`src/rtl/dso_trig_ctrl_if.sv`:
```
// Sample-in / RAM-write bus between the ADC front end, the trigger sequencer and the waveform RAM.
// The slave side is the sequencer; the master side is the ADC source plus RAM sink.
interface dso_trig_ctrl_if;
    logic [7:0]  ad_data;
    logic        ad_data_vld;
    logic        ad_buf_wr;
    logic [11:0] ad_buf_wr_addr;
    logic [7:0]  ad_buf_data;

    modport master (
        output ad_data, ad_data_vld,
        input  ad_buf_wr, ad_buf_wr_addr, ad_buf_data
    );

    modport slave (
        input  ad_data, ad_data_vld,
        output ad_buf_wr, ad_buf_wr_addr, ad_buf_data
    );
endinterface

```
`src/rtl/dso_trig_ctrl.sv`:
```
// DSO trigger/capture sequencer: writes a pre/post-trigger window into a circular sample RAM,
// freezes it until the display has drawn the frame, and publishes the window start address.
module dso_trig_ctrl #(
    parameter int ADDR_W   = 10,
    parameter int PRE_TRIG = 512,
    parameter int AUTO_TO  = 1048576
) (
    input  logic              ad_clk,
    input  logic              rst,
    dso_trig_ctrl_if.slave    bus,
    input  logic [7:0]        trig_level,
    input  logic              trig_edge,
    input  logic [1:0]        trig_mode,
    input  logic              arm,
    input  logic              frame_done,
    output logic [ADDR_W-1:0] trig_addr,
    output logic              buf_ready,
    output logic              auto_trig,
    output logic [2:0]        state
);

    localparam int DEPTH  = 1 << ADDR_W;
    localparam int POST_N = DEPTH - PRE_TRIG - 1;
    localparam int CNT_W  = $clog2(AUTO_TO + 1);
    localparam bit PRE_ZERO  = (PRE_TRIG == 0);
    localparam bit POST_ZERO = (POST_N == 0);
    localparam logic [ADDR_W-1:0] PRE_LAST  = ADDR_W'((PRE_TRIG > 0) ? PRE_TRIG - 1 : 0);
    localparam logic [ADDR_W-1:0] POST_LAST = ADDR_W'((POST_N > 0) ? POST_N - 1 : 0);
    localparam logic [ADDR_W-1:0] PRE_OFS   = ADDR_W'(PRE_TRIG);
    localparam logic [CNT_W-1:0]  AUTO_LAST = CNT_W'(AUTO_TO - 1);

    typedef enum logic [2:0] {
        ST_IDLE  = 3'd0,
        ST_PRE   = 3'd1,
        ST_ARMED = 3'd2,
        ST_POST  = 3'd3,
        ST_HOLD  = 3'd4
    } st_e;

    st_e               st_q, st_d;
    logic [ADDR_W-1:0] ptr_q, ptr_d;
    logic [ADDR_W-1:0] pre_cnt_q, pre_cnt_d;
    logic [ADDR_W-1:0] post_cnt_q, post_cnt_d;
    logic [CNT_W-1:0]  auto_cnt_q, auto_cnt_d;
    logic [7:0]        prev_q, prev_d;
    logic              has_prev_q, has_prev_d;
    logic [7:0]        lvl_q, lvl_d;
    logic              edge_q, edge_d;
    logic              wr_q, wr_d;
    logic [ADDR_W-1:0] wr_addr_q, wr_addr_d;
    logic [7:0]        wr_data_q, wr_data_d;
    logic [ADDR_W-1:0] trig_addr_q, trig_addr_d;
    logic              buf_ready_q, buf_ready_d;
    logic              auto_trig_q, auto_trig_d;

    logic writing_s;
    logic hit_s;
    logic timeout_s;

    // Next-state, pointer, counter and write-port logic.
    always_comb begin
        st_d        = st_q;
        ptr_d       = ptr_q;
        pre_cnt_d   = '0;
        post_cnt_d  = '0;
        auto_cnt_d  = '0;
        prev_d      = prev_q;
        has_prev_d  = has_prev_q;
        lvl_d       = lvl_q;
        edge_d      = edge_q;
        wr_d        = 1'b0;
        wr_addr_d   = wr_addr_q;
        wr_data_d   = wr_data_q;
        trig_addr_d = trig_addr_q;
        auto_trig_d = auto_trig_q;

        // POST only writes when the window actually has post-trigger room.
        writing_s = bus.ad_data_vld &&
                    ((st_q == ST_PRE) || (st_q == ST_ARMED) || ((st_q == ST_POST) && !POST_ZERO));
        hit_s     = has_prev_q &&
                    (edge_q ? ((prev_q > lvl_q) && (bus.ad_data <= lvl_q))
                            : ((prev_q < lvl_q) && (bus.ad_data >= lvl_q)));
        timeout_s = (trig_mode == 2'd0) && (auto_cnt_q == AUTO_LAST);

        if (writing_s) begin
            wr_d       = 1'b1;
            wr_addr_d  = ptr_q;
            wr_data_d  = bus.ad_data;
            ptr_d      = ptr_q + 1'b1;
            prev_d     = bus.ad_data;
            has_prev_d = 1'b1;
        end else begin
            wr_d = 1'b0;
        end

        case (st_q)
            ST_IDLE: begin
                has_prev_d = 1'b0;
                if ((trig_mode != 2'd2) || arm) begin
                    st_d   = ST_PRE;
                    lvl_d  = trig_level;
                    edge_d = trig_edge;
                end else begin
                    st_d = ST_IDLE;
                end
            end
            ST_PRE: begin
                if (PRE_ZERO) begin
                    st_d = ST_ARMED;
                end else if (bus.ad_data_vld) begin
                    if (pre_cnt_q == PRE_LAST) begin
                        st_d = ST_ARMED;
                    end else begin
                        pre_cnt_d = pre_cnt_q + 1'b1;
                    end
                end else begin
                    pre_cnt_d = pre_cnt_q;
                end
            end
            ST_ARMED: begin
                auto_cnt_d = auto_cnt_q;
                if (bus.ad_data_vld) begin
                    if (hit_s || timeout_s) begin
                        st_d        = ST_POST;
                        trig_addr_d = ptr_q - PRE_OFS;
                        // A genuine edge on the timeout sample is reported as a real trigger.
                        auto_trig_d = !hit_s;
                    end else if (auto_cnt_q != AUTO_LAST) begin
                        auto_cnt_d = auto_cnt_q + 1'b1;
                    end else begin
                        auto_cnt_d = auto_cnt_q;
                    end
                end else begin
                    auto_cnt_d = auto_cnt_q;
                end
            end
            ST_POST: begin
                if (POST_ZERO) begin
                    st_d = ST_HOLD;
                end else if (bus.ad_data_vld) begin
                    if (post_cnt_q == POST_LAST) begin
                        st_d = ST_HOLD;
                    end else begin
                        post_cnt_d = post_cnt_q + 1'b1;
                    end
                end else begin
                    post_cnt_d = post_cnt_q;
                end
            end
            ST_HOLD: begin
                has_prev_d = 1'b0;
                if (frame_done) begin
                    if (trig_mode == 2'd2) begin
                        st_d = ST_IDLE;
                    end else begin
                        st_d   = ST_PRE;
                        lvl_d  = trig_level;
                        edge_d = trig_edge;
                    end
                end else begin
                    st_d = ST_HOLD;
                end
            end
            default: begin
                st_d = ST_IDLE;
            end
        endcase

        buf_ready_d = (st_d == ST_HOLD);
    end

    // State and datapath registers with synchronous reset.
    always_ff @(posedge ad_clk) begin
        if (rst) begin
            st_q        <= ST_IDLE;
            ptr_q       <= '0;
            pre_cnt_q   <= '0;
            post_cnt_q  <= '0;
            auto_cnt_q  <= '0;
            prev_q      <= 8'h00;
            has_prev_q  <= 1'b0;
            lvl_q       <= 8'h00;
            edge_q      <= 1'b0;
            wr_q        <= 1'b0;
            wr_addr_q   <= '0;
            wr_data_q   <= 8'h00;
            trig_addr_q <= '0;
            buf_ready_q <= 1'b0;
            auto_trig_q <= 1'b0;
        end else begin
            st_q        <= st_d;
            ptr_q       <= ptr_d;
            pre_cnt_q   <= pre_cnt_d;
            post_cnt_q  <= post_cnt_d;
            auto_cnt_q  <= auto_cnt_d;
            prev_q      <= prev_d;
            has_prev_q  <= has_prev_d;
            lvl_q       <= lvl_d;
            edge_q      <= edge_d;
            wr_q        <= wr_d;
            wr_addr_q   <= wr_addr_d;
            wr_data_q   <= wr_data_d;
            trig_addr_q <= trig_addr_d;
            buf_ready_q <= buf_ready_d;
            auto_trig_q <= auto_trig_d;
        end
    end

    assign bus.ad_buf_wr      = wr_q;
    assign bus.ad_buf_wr_addr = {{(12 - ADDR_W){1'b0}}, wr_addr_q};
    assign bus.ad_buf_data    = wr_data_q;
    assign trig_addr          = trig_addr_q;
    assign buf_ready          = buf_ready_q;
    assign auto_trig          = auto_trig_q;
    assign state              = st_q;

endmodule

```
`src/flat_wrapper.sv`:
```
// flat-port wrapper written by rule: the top's interface ports become plain ports
module dso_trig_ctrl_flat 
#(
    parameter int ADDR_W   = 10,
    parameter int PRE_TRIG = 512,
    parameter int AUTO_TO  = 1048576
)
  (ad_clk, rst, trig_level, trig_edge, trig_mode, arm, frame_done, trig_addr, buf_ready, auto_trig, state, bus_ad_data, bus_ad_data_vld, bus_ad_buf_wr, bus_ad_buf_wr_addr, bus_ad_buf_data);
  dso_trig_ctrl_if bus_i ();
  input  logic ad_clk;
  input  logic rst;
  input  logic [7:0] trig_level;
  input  logic trig_edge;
  input  logic [1:0] trig_mode;
  input  logic arm;
  input  logic frame_done;
  output logic [ADDR_W-1:0] trig_addr;
  output logic buf_ready;
  output logic auto_trig;
  output logic [2:0] state;
  input wire logic [$bits(bus_i.ad_data)-1:0] bus_ad_data;
  input wire logic [$bits(bus_i.ad_data_vld)-1:0] bus_ad_data_vld;
  output wire logic [$bits(bus_i.ad_buf_wr)-1:0] bus_ad_buf_wr;
  output wire logic [$bits(bus_i.ad_buf_wr_addr)-1:0] bus_ad_buf_wr_addr;
  output wire logic [$bits(bus_i.ad_buf_data)-1:0] bus_ad_buf_data;
  assign bus_i.ad_data = bus_ad_data;
  assign bus_i.ad_data_vld = bus_ad_data_vld;
  assign bus_ad_buf_wr = bus_i.ad_buf_wr;
  assign bus_ad_buf_wr_addr = bus_i.ad_buf_wr_addr;
  assign bus_ad_buf_data = bus_i.ad_buf_data;
  dso_trig_ctrl #(.ADDR_W(ADDR_W), .PRE_TRIG(PRE_TRIG), .AUTO_TO(AUTO_TO)) u_core (.ad_clk(ad_clk), .rst(rst), .bus(bus_i), .trig_level(trig_level), .trig_edge(trig_edge), .trig_mode(trig_mode), .arm(arm), .frame_done(frame_done), .trig_addr(trig_addr), .buf_ready(buf_ready), .auto_trig(auto_trig), .state(state));
endmodule
```
`config.mk`:
```
export PLATFORM = sky130hd
export DESIGN_NAME = dso_trig_ctrl_flat
export DESIGN_NICKNAME = d
export VERILOG_FILES = /design/src/rtl/dso_trig_ctrl_if.sv /design/src/rtl/dso_trig_ctrl.sv /design/src/flat_wrapper.sv
export SDC_FILE = /design/constraint.sdc
export NUM_CORES = 1
export LEC_CHECK = 0
export BUFFER_PORTS_ARGS = -buffer_cell sky130_fd_sc_hd__buf_2
export CAP_MARGIN = 20
export CORE_MARGIN = 2
export CORE_UTILIZATION = 53
export DETAILED_ROUTE_END_ITERATION = 8
export MAX_ROUTING_LAYER = met4
export PLACE_DENSITY_LB_ADDON = 0.12
export SLEW_MARGIN = 20
export SYNTH_ARGS = -nofsm -noshare
export SYNTH_HDL_FRONTEND = slang
export SYNTH_SLANG_ARGS = --single-unit
```
`constraint.sdc`:
```
create_clock -name ad_clk -period 7 [get_ports ad_clk]
set_input_delay 0.35 -clock ad_clk [delete_from_list [all_inputs] [get_ports ad_clk]]
set_output_delay 0.35 -clock ad_clk [all_outputs]
set_load 0.1 [all_outputs]
```
### After elaboration in Yosys (flattened, before gate mapping)

Cells that the tools add are included.

* add/sub/neg operators: 5
* $lt $le $gt $ge: 4
* equal/unequal tests: 14
* mux-type cells: 22
* bitwise operators: 4
* reductions and logical operators: 20

Operator list (count)
* 10-bit by 1-bit adder with 10-bit output, second input constant: 3
* 8-bit two-way mux: 3
* 21-bit by 1-bit adder with 21-bit output, second input constant: 1
* 21-bit by 20-bit equality test with 1-bit output, second input constant: 1
* 3-bit two-way mux: 7
* 21-bit by 20-bit != test with 1-bit output, second input constant: 1
* 10-bit by 9-bit equality test with 1-bit output, second input constant: 2
* 10-bit two-way mux: 2
* 8-bit case mux with 2 select lines: 1
* 3-bit case mux with 5 select lines: 1
* 10-bit subtractor, second input constant: 1
* 8-bit >= comparator: 1
* 8-bit > comparator: 1
* 8-bit <= comparator: 1
* 8-bit less-than comparator: 1
* 1-bit two-way mux: 7
* 3-bit by 2-bit equality test with 1-bit output, second input constant: 2
* 3-bit equality test, second input constant: 2
* 2-bit != test, second input constant: 3
* 3-bit AND reduction: 2
* 2-bit OR reduction: 3
* 1-bit logical AND: 5
* 1-bit logical OR: 4
* 1-bit NOT: 4
* 10 further kinds: 10

* register bits after elaboration: 95
* input port bits: 24
* word-level logic and storage cells: 83

### Depth between registers and ports, before layout

Gate-level depths: netlist of the first run.

* word-level depth: 9
* gate-level depth with buffers: 11
* gate-level depth less buffers: 9

### Least setup slack after synthesis of the first run

OpenSTA, ideal clock, no wires.

* path kind: register to register
* start point: register u_core.prev_q[1]
* end point: register u_core.auto_cnt_q[15]
* data arrival time: 3148 ps
* required time: 6930 ps
* setup slack: 3782 ps
* cell stages (with the launch flop): 10
* period minus slack after synthesis: 3218 ps
* cell sequence: dfxtp_1 > ha_1 > nor2b_4 > o211ai_2 > a21oi_2 > o311a_4 > or3_1 > buf_2 > or4_1 > a21oi_1

* word-level cells in the longest chain between the ends: 7

Ends and longest elaborated chain
* start: declaration: line dso_trig_ctrl.sv:45 `logic [7:0] prev_q, prev_d;`
* start signal: assignment: line dso_trig_ctrl.sv:196 `prev_q <= prev_d;`
* 8-bit less-than comparator or 8-bit > comparator (tied branches): line dso_trig_ctrl.sv:82, dso_trig_ctrl.sv:81
* 1-bit logical AND, on equally long branches: line dso_trig_ctrl.sv:82, dso_trig_ctrl.sv:81
* 1-bit two-way mux *: line dso_trig_ctrl.sv:81 `(edge_q ? ((prev_q > lvl_q) && (bus.ad_data <= lvl_q))`
* 1-bit logical AND *: line dso_trig_ctrl.sv:80 `hit_s = has_prev_q &&`
* 1-bit logical OR *: line dso_trig_ctrl.sv:123 `if (hit_s || timeout_s) begin`
* 1-bit NOT (no source line) *
* 3-bit AND reduction (no source line) *
* end signal: assignment: line dso_trig_ctrl.sv:195 `auto_cnt_q <= auto_cnt_d;`
* end: declaration: line dso_trig_ctrl.sv:44 `logic [CNT_W-1:0] auto_cnt_q, auto_cnt_d;`

Every way passes the cells marked *; elsewhere a longest branch is shown, timed or not.
A chain may end at the register's enable or synchronous reset.

### Worst setup path in the final report of the first run

* start point: register u_core.lvl_q[3]
* end point: register u_core.auto_cnt_q[15]

* word-level cells in the longest chain between the ends: 7

Ends and longest elaborated chain
* start: declaration: line dso_trig_ctrl.sv:47 `logic [7:0] lvl_q, lvl_d;`
* start signal: assignment: line dso_trig_ctrl.sv:198 `lvl_q <= lvl_d;`
* 8-bit less-than comparator (tied with other cells): line dso_trig_ctrl.sv:82 `: ((prev_q < lvl_q) && (bus.ad_data >= lvl_q)));`
* 1-bit logical AND, on equally long branches: line dso_trig_ctrl.sv:82, dso_trig_ctrl.sv:81
* 1-bit two-way mux *: line dso_trig_ctrl.sv:81
* 1-bit logical AND *: line dso_trig_ctrl.sv:80
* 1-bit logical OR *: line dso_trig_ctrl.sv:123
* 1-bit NOT (no source line) *
* 3-bit AND reduction (no source line) *

Marked as above.

==> out/metrics.yaml, run 1 <==
worst_setup_path:
  critical_path_class: "reg2reg"
  crit_path_start_kind: "register"
  cp_max_fo: 18
  arrival_ns: 3.14
  endpoint_kind: "register"
  crit_required_ns: 7.29
global_routing:
  grt_pass1_wl_um: 15400
  grt_pass1_vias: 3413
  grt_max_degree: 56
  grt_usage_pct: 21.9
  grt.overflow.total: 0
  antenna_found_initial: 0
clocking:
  root_buffer: "clkbuf_8"
  cts.hold.buffers_added: 0
  post_cts_resized: 0
  cts.sinks: 95
  cts_buffer_depth: 2
  tritoncts: "yes"
  postCtsSetupBuffers: 0
  htree_levels: 3
  path_clk_slew_ns: 0.10
  insertion_delay_ns: 0.37
  cts_made_buffers: 9
finish:
  nets: 615
  diodes: 0
  area_growth_pct: 12.1
  final_util_pct: 60.8
  layout_common_cells: "dfxtp_1, nand2_1, nor2_1"
  drive_gt1_share_pct: 15.1
  finalNonFillerCells: 680
  final_common_cell: "dfxtp_1"
route:
  antenna_left: 0
  vias_per_cell: 5.50
  first_iter_violations: 111
  drtPass1Iterations: 4
  drc_errors: 0
  wirelength_um: 9220
  post_drt_wl_per_cell_um: 13.6
  vias: 3743
run:
  maxCapViolations: 0
timing:
  fin_crit_sh_pct: 40.8
  max_freq_mhz: 351
  setup_tns_ns: 0
  finalHoldViolCount: 0
  timing.slew.headroom_pct: 44.8
  slew_violations: 0
  fin_crit_ns: 2.85
  whs_ns: 0.212
  rsz0062_at_grt: "false"
  final.setup.worst_slack_ns: 4.15
  setup_violations: 0
  skew_ns: 0.0148
  worst_slew_pin_slew_ns: 0.825
yosys:
  synth_area_leaders: "dfxtp_1, nand2_1, ha_1"
  ys_types: 52
  synth_seq_cells: 95
  synthDominantCellAreaShare_pct: 43.1
  synth_area_um2: 4410
  avgSynthCellArea_um2: 8.44
  syn-instance-count: 522
  synthFlopType: "dfxtp_1"
  synthArstFlopShare_pct: 0
  yosysSeqAreaShare_pct: 43.1
  synth_edf_count: 0
  yosys.area.top_type: "dfxtp_1"
  yosys_warnings: 0
floorplan:
  die-area_um2: 9060
  die_y_um: 95.2
  coreArea_um2: 8130
  num_io_pins: 60
  num_rows: 33
  start_util_pct: 54.2
  fp.dieW_um: 95.2
power:
  vdd_drop_max_mv: 0.151
  power_density_nw_per_um2: 205
  power_leakage_nw: 1.95
hold_path:
  holdCritPathClass: "in2reg"
place:
  dp_hpwl_um: 6500
  portBuffers: 57
  place_inst: 664
  place_ws_ns: 4.06
  gp_congestion: 0.885
status:
  status: "finished clean"
## worst paths after layout
| kind | startpoint | to | slack, ns | cells past startpoint |
|---|---|---|---|---|
| setup / recovery | u_core.lvl_q[3] | u_core.auto_cnt_q[15] | 4.15 | 8 |
| hold / removal | trig_level[6] | u_core.lvl_q[6] | 0.21 | 3 |
| setup reg to reg | u_core.lvl_q[3] | u_core.auto_cnt_q[15] | 4.15 | 8 |
| hold reg to reg | u_core.wr_addr_q[2] | u_core.wr_addr_q[2] | 0.46 | 2 |
## report_power, final
part,internal [W],switching [W]
registers,0.000549,0.00000727
clock network,0.000137,0.000210
logic,0.0000334,0.0000764
## worst max-delay path: stages (launching register included)
cell and delay (ns):
dfxtp_1 0.35, inv_1 0.07, ha_1 0.29, and4_4 0.20, o311ai_1 0.39, a2111oi_2 0.21, or3_1 0.60, or4_1 0.54
a21oi_1 0.14
## cell families (layout without fill, tap and decap cells)
group,count (synthesis),in the layout,share of synthesized area (%)
xor gates and xnor gates,24,24,4.77
DFF,95,95,43.1
AOI/OAI and AO/OA,94,94,12.8
and+or+nand+nor,227,227,25.0
buffers and inverters,40,92,3.66
muxes,20,20,4.54
other,1,2,0.0851
adders and majority gates,21,21,5.96
## synth_stat cells, drive strengths merged, types with 4 or more instances
library cell,number
nand2,73
mux2i,20
nand3,10
and3,11
clkbuf,18
xnor2,7
a21oi,53
o31ai,6
xor2,17
buf,6
nor2,61
nand2b,4
dfxtp,95
nor3,9
inv,16
nand4,20
or3,15
o21ai,19
ha,21
or4,5
## layout make-up
cell class / instances / area, um^2
clock buffer: 9 / 124
clock inverter: 7 / 63.8
fill: 736 / 3190
inverter: 16 / 60.1
multi-input combinational: 388 / 2350
sequential: 95 / 1900
tap: 105 / 131
timing repair buffer: 60 / 308
## registers in the layout, summed over array words and instances (netlist names)
register	count
u_core.trig_addr	10
u_core.auto_cnt_q	21
u_core.state	3
u_core.edge_q	1
u_core.lvl_q	8
u_core.bus.ad_buf_wr	1
u_core.has_prev_q	1
u_core.buf_ready	1
u_core.post_cnt_q	10
u_core.wr_addr_q	10
u_core.ptr_q	10
u_core.pre_cnt_q	10
u_core.auto_trig	1
u_core.prev_q	8
## through the flow
| step | total power [W] | area [um^2] |
|---|---|---|
| after CTS | 0.00102 | 4940 |
| after global routing | 0.00106 | 4940 |
| after detailed placement | 0.000679 | 4750 |
| final | 0.00101 | 4940 |
| after global placement | 0.000676 | 4750 |
| after floorplan | 0.000653 | 4410 |
## per-layer routing
layer  GRT usage (%)  part of all wire (%)  up-vias
li1                -                     -     1922
met1            29.0                    49     1741
met2            34.3                    46       68
met3            3.00                   3.5       12
met4            7.97                   1.4        0
met5               -                     0        -
Power figures use the tool's default switching activity.
==> run 2, diff against run 1 <==
- ABC_AREA: unset -> 1
- clock period: 7 -> 2.8 ns (I/O delays scaled with it)
==> out/metrics.yaml, run 2 <==
status:
  status: "finished clean"
yosys:
  synth_area_leaders: "dfxtp_1, nand2_1, nor2_1"
  synth_seq_cells: 95
  yosys_warnings: 0
  synthFlopType: "dfxtp_1"
  synth_area_um2: 4570
  yosysSeqAreaShare_pct: 41.6
  synthArstFlopShare_pct: 0
  synth_edf_count: 0
  synth.most_common_cell: "nand2_1"
  avgSynthCellArea_um2: 7.39
  syn-instance-count: 618
  yosys.area.top_type: "dfxtp_1"
  ys_types: 37
  synthTopCellsByCount: "nand2_1, dfxtp_1, nor2_1"
  synthDominantCellAreaShare_pct: 41.6
hold_path:
  holdCritPathClass: "in2reg"
  worstHoldPathCells: 3
route:
  wirelength_um: 9660
  antenna_left: 0
  post_drt_wl_per_cell_um: 12.4
  vias_per_cell: 5.15
  vias: 4022
  drc_errors: 0
  first_iter_violations: 152
  drtPass1Iterations: 4
floorplan:
  die-area_um2: 9380
  num_io_pins: 60
  fp.dieW_um: 96.8
  coreArea_um2: 8300
  start_util_pct: 55.0
  num_rows: 33
  die_y_um: 96.8
clocking:
  cts_made_buffers: 9
  cts_buffer_depth: 2
  insertion_delay_ns: 0.37
  path_clk_slew_ns: 0.12
  htree_levels: 3
  postCtsSetupBuffers: 0
  cts.sinks: 95
  cts.hold.buffers_added: 0
  tritoncts: "yes"
  root_buffer: "clkbuf_8"
  post_cts_resized: 0
global_routing:
  grt.overflow.total: 0
  grt_pass1_vias: 3838
  antenna_found_initial: 0
  grt_pass1_wl_um: 16400
  grt_max_degree: 41
  grt_usage_pct: 21.2
timing:
  fin_crit_ns: 2.23
  slew_violations: 0
  setup_tns_ns: 0
  rsz0062_at_grt: "false"
  setup_violations: 0
  fin_crit_sh_pct: 79.7
  worst_slew_pin_slew_ns: 0.604
  finalHoldViolCount: 0
  skew_ns: 0.0164
  timing.slew.headroom_pct: 59.7
  max_freq_mhz: 448
worst_setup_path:
  crit_top_cell: "nand2_2"
  rr_worst_depth: 11
  max_stage_delay_ns: 0.43
  worst_path_max_delay_cell: "dfxtp_1"
  arrival_ns: 2.54
  path_cells: "ha_1 > nand2_2 > nor3b_4 > nand3_2 > nor3_4 > nand3_2 > nand2_2 > nand2_2 > inv_2 > nor2_1 > nor2_1"
  endpoint_kind: "register"
  crit_required_ns: 3.11
  cp.depth: 11
  cp_max_fo: 12
  critical_path_class: "reg2reg"
  critPathBufInv: 1
  cpLargestDelayFamily: "simple AND/OR/NAND/NOR gates"
  crit_path_start_kind: "register"
finish:
  layout_common_cells: "nand2_1, dfxtp_1, nor2_1"
  final_util_pct: 61.4
  final_common_cell: "nand2_1"
  multi_input_area_um2: 2310
  largest_register_ff_count: 21
  diodes: 0
  drive_gt1_share_pct: 13.6
  nets: 716
  area_growth_pct: 11.5
  top_register: "u_core.auto_cnt_q"
  fillers: 778
  seqCellArea_um2: 1900
run:
  maxCapViolations: 0
place:
  portBuffers: 57
  dp_hpwl_um: 7090
  gp_congestion: 0.843
power:
  power_leakage_nw: 2.10
  power_density_nw_per_um2: 536
  vdd_drop_max_mv: 0.296
==> run 2: cell count changes in the layout (fill, tap and decap cells not counted), moves of 7 or more <==
cell     before  now
nand2_1      73  121
inv_1        16   60
nor2_1       61   92
mux2i_1      20    0
o21ai_0      19   35
or3_1        15    0
and3_1       11    1
o21ai_1       0    9
nor3_1        9   17
nand4_1      20   13
==> run 2: power breakdown <==
| part | switching, W | internal, W | leakage (nW) |
|---|---|---|---|
| sequential | 0.0000205 | 0.00139 | 0.771 |
| combinational | 0.000313 | 0.000103 | 1.23 |
| clock | 0.000549 | 0.000356 | 0.102 |
| total | 0.000883 | 0.00185 | 2.10 |
==> run 2: through the flow <==
stage	hold WS [ns]	setup slack, ns	power (W)	area, um^2	cells
floorplan	0.275	0.241	0.00177	4570	619
global placement	0.393	0.644	0.00185	4900	765
detailed placement	0.405	0.558	0.00185	4900	765
CTS	0.0196	0.540	0.00275	5090	781
global route	0.0385	0.356	0.00286	5090	781
finish	0.0269	0.570	0.00273	5090	781
==> run 2: final timing paths <==
path,startpoint,endpoint,slack [ns]
hold / removal,bus_ad_data[6],u_core.prev_q[6],0.03
setup / recovery,u_core.auto_cnt_q[0],u_core.trig_addr[2],0.57
hold reg to reg,u_core.has_prev_q,u_core.has_prev_q,0.45
setup reg to reg,u_core.auto_cnt_q[0],u_core.trig_addr[2],0.57
==> run 2: kinds of logic after synthesis <==
kind of cell	share of synthesized area, %
AND/OR/NAND/NOR	28.1
adder cells (fa/ha/maj)	5.75
XOR/XNOR	4.41
AO/OA/AOI/OAI	12.2
buffers and inverters	7.81
other	0.0821
flip-flops	41.6
==> run 2: final cells by class <==
type | instances | share of cell area (%)
Clock buffer | 9 | 2.43
Clock inverter | 7 | 1.40
Inverter | 63 | 4.64
Multi-Input combinational cell | 441 | 45.4
Sequential cell | 95 | 37.3
Tap cell | 105 | 2.58
Timing Repair Buffer | 61 | 6.19
==> run 2: per-layer routing <==
layer	GRT usage (%)	vias to the layer above	wire, um
li1	-	2119	-
met1	25.9	1833	4610
met2	36.4	66	4740
met3	3.97	4	271
met4	4.98	0	47
met5	-	-	0
==> run 2: worst min-delay path, delay by kind of cell <==
| kind | cells | cell delay [ns] |
|---|---|---|
| AOI/OAI and AO/OA | 1 | 0.07 |
| buffers and inverters | 1 | 0.09 |
| and+or+nand+nor | 1 | 0.07 |
